$ cat src/rtl/icx_spi_slave.sv
// Channel-side end of the inter-FPGA 3-wire SPI link: turns 16-bit SPI words
// into Wishbone cycles and serialises read data back on the shared data line.
module icx_spi_slave #(
  parameter int ADDR_WIDTH  = 15,
  parameter int CLK_POL     = 0,
  parameter int ACK_TIMEOUT = 32
) (
  input  logic                  wb_clk,
  input  logic                  wb_rst,
  input  logic                  spi_cs,
  input  logic                  spi_clk,
  input  logic                  spi_dat_i,
  output logic                  spi_dat_o,
  output logic                  spi_dat_oe,
  output logic                  wb_cyc,
  output logic                  wb_stb,
  output logic                  wb_we,
  output logic [ADDR_WIDTH-1:0] wb_adr,
  output logic [15:0]           wb_dat_o,
  input  logic [15:0]           wb_dat_i,
  input  logic                  wb_ack,
  output logic                  timeout
);

  // state  | meaning
  // IDLE   | waiting for chip select
  // CMD    | shifting in the command word
  // WDATA  | shifting in a write data word
  // WB_WR  | write cycle on the bus
  // RD_REQ | read cycle on the bus (first fetch or prefetch)
  // RDATA  | shifting read data out to the master
  // FLUSH  | CS gone high, finishing the pending bus cycle
  typedef enum logic [2:0] {IDLE, CMD, WDATA, WB_WR, RD_REQ, RDATA, FLUSH} state_t;

  localparam int            TW       = $clog2(ACK_TIMEOUT) + 1;
  localparam logic [TW-1:0] TMR_LOAD = TW'(ACK_TIMEOUT - 1);
  localparam logic          POL      = (CLK_POL != 0);

  state_t                  state;
  logic [1:0]              cs_s;
  logic [2:0]              clk_s;
  logic [1:0]              dat_s;
  logic [3:0]              bit_cnt;
  logic [14:0]             rx;
  logic [15:0]             tx;
  logic [ADDR_WIDTH-1:0]   addr;
  logic [TW-1:0]           tmr;

  logic                    cs_low, clk_now, clk_prv, samp, shft;
  logic                    in_frame, word_done, bus_done, bus_to;
  logic [15:0]             rx_next;
  logic [ADDR_WIDTH-1:0]   cmd_adr, addr_inc;

  assign cs_low    = ~cs_s[1];
  assign clk_now   = clk_s[1] ^ POL;
  assign clk_prv   = clk_s[2] ^ POL;
  assign samp      = clk_now & ~clk_prv;
  assign shft      = ~clk_now & clk_prv;
  assign in_frame  = cs_low && (state != IDLE) && (state != FLUSH);
  assign word_done = in_frame && samp && (bit_cnt == 4'd15);
  assign rx_next   = {rx, dat_s[1]};
  assign cmd_adr   = ADDR_WIDTH'(rx_next[14:0]);
  assign addr_inc  = addr + ADDR_WIDTH'(1);
  // Ack wins over a timer expiring in the same cycle.
  assign bus_done  = wb_cyc && (wb_ack || (tmr == '0));
  assign bus_to    = wb_cyc && !wb_ack && (tmr == '0);
  assign spi_dat_o = tx[15];

  always_ff @(posedge wb_clk) begin
    if (!wb_rst) begin
      state      <= IDLE;
      cs_s       <= 2'b11;
      clk_s      <= '0;
      dat_s      <= '0;
      bit_cnt    <= '0;
      rx         <= '0;
      tx         <= '0;
      addr       <= '0;
      tmr        <= '0;
      wb_cyc     <= 1'b0;
      wb_stb     <= 1'b0;
      wb_we      <= 1'b0;
      wb_adr     <= '0;
      wb_dat_o   <= '0;
      spi_dat_oe <= 1'b0;
      timeout    <= 1'b0;
    end else begin
      cs_s    <= {cs_s[0], spi_cs};
      clk_s   <= {clk_s[1:0], spi_clk};
      dat_s   <= {dat_s[0], spi_dat_i};
      timeout <= 1'b0;

      // Bits keep arriving even while a bus cycle is still outstanding.
      if (in_frame && samp) begin
        rx      <= rx_next[14:0];
        bit_cnt <= bit_cnt + 4'd1;
      end

      if (wb_cyc) begin
        if (bus_done) begin
          wb_cyc  <= 1'b0;
          wb_stb  <= 1'b0;
          timeout <= bus_to;
        end else begin
          tmr <= tmr - TW'(1);
        end
      end

      if (state != IDLE && state != FLUSH && !cs_low) begin
        bit_cnt    <= '0;
        spi_dat_oe <= 1'b0;
        state      <= (wb_cyc && !bus_done) ? FLUSH : IDLE;
      end else begin
        case (state)
          IDLE: begin
            bit_cnt <= '0;
            if (cs_low) state <= CMD;
          end
          CMD: begin
            if (word_done) begin
              addr <= cmd_adr;
              if (rx_next[15]) begin
                state <= WDATA;
              end else begin
                wb_adr <= cmd_adr;
                wb_we  <= 1'b0;
                wb_cyc <= 1'b1;
                wb_stb <= 1'b1;
                tmr    <= TMR_LOAD;
                state  <= RD_REQ;
              end
            end
          end
          WDATA: begin
            if (word_done) begin
              wb_dat_o <= rx_next;
              wb_adr   <= addr;
              wb_we    <= 1'b1;
              wb_cyc   <= 1'b1;
              wb_stb   <= 1'b1;
              tmr      <= TMR_LOAD;
              state    <= WB_WR;
            end
          end
          WB_WR: begin
            if (bus_done) begin
              addr  <= addr_inc;
              state <= WDATA;
            end
          end
          RD_REQ: begin
            if (bus_done) begin
              tx         <= wb_ack ? wb_dat_i : 16'hFFFF;
              spi_dat_oe <= 1'b1;
              state      <= RDATA;
            end
          end
          RDATA: begin
            // bit_cnt==0 means the trailing edge of the previous word: keep MSB.
            if (shft && bit_cnt != 4'd0) tx <= {tx[14:0], 1'b0};
            if (word_done) begin
              addr       <= addr_inc;
              wb_adr     <= addr_inc;
              wb_we      <= 1'b0;
              wb_cyc     <= 1'b1;
              wb_stb     <= 1'b1;
              tmr        <= TMR_LOAD;
              spi_dat_oe <= 1'b0;
              state      <= RD_REQ;
            end
          end
          FLUSH: begin
            if (!wb_cyc || bus_done) state <= IDLE;
          end
          default: state <= IDLE;
        endcase
      end
    end
  end

endmodule

$ cat config.mk
export PLATFORM = sky130hd
export DESIGN_NAME = icx_spi_slave
export DESIGN_NICKNAME = d
export VERILOG_FILES = /design/src/rtl/icx_spi_slave.sv
export SDC_FILE = /design/constraint.sdc
export NUM_CORES = 1
export LEC_CHECK = 0
export ABC_AREA = 1
export BUFFER_PORTS_ARGS = -buffer_cell sky130_fd_sc_hd__buf_2
export CAP_MARGIN = 20
export CORE_ASPECT_RATIO = 0.75
export CORE_UTILIZATION = 52
export DETAILED_ROUTE_END_ITERATION = 12
export GPL_ROUTABILITY_DRIVEN = 1
export PLACE_DENSITY = 0.79
export SLEW_MARGIN = 10
export SYNTH_ARGS = -nofsm -noshare
export SYNTH_HDL_FRONTEND = slang
export SYNTH_SLANG_ARGS = --single-unit
export TNS_END_PERCENT = 5
$ cat constraint.sdc
create_clock -name wb_clk -period 1.75 [get_ports wb_clk]
set_input_delay 0.35 -clock wb_clk [delete_from_list [all_inputs] [get_ports wb_clk]]
set_output_delay 0.35 -clock wb_clk [all_outputs]
set_load 0.005 [all_outputs]
==> qor.yml <==
status: "finished with violations"
violations: "setup timing"
hold_class: "primary input to flop"
grt_start_max_net_pins: 33
slowest_stage: "a21boi_4"
utilization: 0.666
start_kind: "flop"
grt_pass1_wl_mm: 19.8
ant_nets: 0
crit_type: "flop to flop"
core-area_um2: 9080
clk_pin_slew_worst_paths_ns: 0.07
holdPathStages: 3
period_minus_slack_ns: 1.78
finalInstanceArea_um2: 6050
cp_max_fo: 8
ys_ff_latch: 102
synthCells: 697
finClkSkew_ns: 0.00619
clk_latency_ns: 0.35
start_util: 0.536
critical_path_buf_inv_count: 3
place_ws_ns: -0.00966
finalSetupTns_ns: -0.124
worst_slack_ns: -0.0265
ys_async_sr_fraction: 0
tritoncts: "yes"
synth_most_common_cell: "nand2_1"
clkSinkCount: 102
drc: 0
ff2ff_setup_slack_ns: -0.03
synth_top_cells_by_area: "dfxtp_1, nand2_1, o21ai_0"
grt_pass1_vias: 4126
reg2reg_from: "bit_cnt[0]"
area_growth_pct: 24.3
p_leak_nw: 2.62
die_h_um: 85.8
hold_violations: 0
routedWlPerCell_um: 14.0
slew_violations: 0
critPathTopFamily: "simple AND/OR/NAND/NOR gates"
yosysTopAreaCell: "dfxtp_1"
nets: 812
die_area_um2: 9760
yosysWarnings: 0
min_from: "spi_clk"
crit_arrival_ns: 2.02
slowest_delay_ns: 0.37
antenna-diode-count: 0
ys_seq_area_frac: 0.419
die-width_um: 114
crit_chain: "buf_6 > inv_2 > ha_2 > nand3_2 > nand4_1 > a21boi_4 > clkbuf_16 > nand3_1 > nand2_1 > nor2_1"
worstSetupEndpointType: "flop"
hpwlAfterDp_mm: 8.86
synth_area_um2: 4870
p_per_area_nw_per_um2: 1070
cts_made_buffers: 9
finalCritPeriodShare: 1.02
via_count: 4882
placedInstanceArea_um2: 5500
fmax_mhz: 563
io_buffers: 58
cts_buffer_depth: 2
peakVddDrop_mv: 0.625
cts_max_level: 3
gp_congestion: 0.885
tightest_slew_ns: 0.368
wl_mm: 12.9
viasPerCell: 5.32
synthFlopType: "dfxtp_1"
synth_edf_count: 0
synth.top_cell.area_share: 0.419
num_io_pins: 59
firstDrtPassIters: 5
synth_common_cells: "nand2_1, nor2_1, dfxtp_1"
worstPathRequired_ns: 2.00
synthDistinctLibCells: 37
synthesis.nets: 724
hold_buffers: 0
syn_avg_cell_area_um2: 6.98
antenna_found_initial: 0
gr-usage-all-layers: 0.258
rsz0062_at_grt: "yes"
rows: 30
setup_viol: 8
maxCapViolations: 0
overflow: 0
r2r_cells: 10
slew_headroom: 0.752
cts-root-buf: "clkbuf_16"
drtIter0Drc: 510
min_to: "clk_s[0]"
r2r-end: "tx[6]"
drive_gt1_frac: 0.238
==> layout by cell type, fill, tap and decap left out, drive strengths merged <==
cell type  instances
nand2            131
nor3              12
dfxtp            102
o221ai             3
xor2              12
nand3b             1
nand4              3
or2                2
a21oi             50
xnor2              2
and2               1
o21ai            100
o22ai              6
nor2             121
clkbuf            12
nand3             40
o211ai             5
buf              108
clkinvlp           4
and3               1
a21boi             1
a22oi              1
ha                 5
inv               67
==> routing by layer <==
layer,wire length (um),vias to the layer above,share of wire,GRT usage
li1,-,2440,-,-
met1,6340,2245,0.49,0.386
met2,5430,187,0.42,0.372
met3,989,10,0.077,0.0643
met4,95,0,0.0074,0.0598
met5,0,-,0,0
==> power breakdown <==
group / total, W / internal [W] / switching [W]
Combinational: 0.00185 / 0.000744 / 0.00111
Sequential: 0.00272 / 0.00257 / 0.000157
Clock: 0.00191 / 0.000986 / 0.000928
==> sequential cells by signal, indices dropped and copies added, names as in the netlist, 2 cells and up <==
register and cells:
rx 15, bit_cnt 4, cs_s 2, wb_dat_o 16
state 3, dat_s 2, tx 16, tmr 6
addr 15, wb_adr 15, clk_s 3
==> cells by family (layout without fill, tap and decap cells) <==
group	count (synthesis)	count (layout)	share of synthesized area
simple gates	312	312	0.276
compound gates	166	166	0.180
flops	102	102	0.419
buf+inv	98	191	0.0871
xor+xnor	14	14	0.0252
fa+ha+maj	5	5	0.0129
==> layout make-up <==
class                      count  area, um2
fill                         797       3030
multi-input combinational    497       2520
sequential                   102       2050
timing repair buffer         110        776
inverter                      64        256
clock buffer                  10        229
tap                          128        160
clock inverter                 6       50.0
timing repair inverter         1       7.51
==> worst max-delay path by stage <==
stage                           from    endpoint  slack (ns)  depth (start not counted)
after floorplan           bit_cnt[0]    addr[12]         0.1                         11
after global placement    bit_cnt[0]   wb_adr[8]        0.07                          9
after detailed placement  bit_cnt[0]  wb_adr[12]       -0.01                          9
after CTS                 bit_cnt[0]  wb_adr[14]       -0.03                          9
after global routing          tmr[4]       tx[8]       -0.10                         11
final                     bit_cnt[0]       tx[6]       -0.03                         10
==> tightest hold or removal path: stages <==
cell     delay [ns]
buf_2          0.08
nand2_1        0.04
inv_1          0.04
==> through the flow <==
| step | total power (W) | hold WS (ns) | instances |
|---|---|---|---|
| detailed placement | 0.00446 | 0.397 | 892 |
| floorplan | 0.00392 | 0.390 | 697 |
| finish | 0.00649 | 0.179 | 918 |
| global route | 0.00686 | 0.182 | 918 |
| global placement | 0.00442 | 0.395 | 892 |
| CTS | 0.00637 | 0.173 | 908 |
==> timing repair <==
item	in CTS	in global routing
gates cloned	0	4
setup endpoints to repair	6	73
pin swaps	0	9
gates resized for setup	0	54
endpoints found under the hold margin	0	0
buffers inserted	0	6
Power figures use the tool's default switching activity.
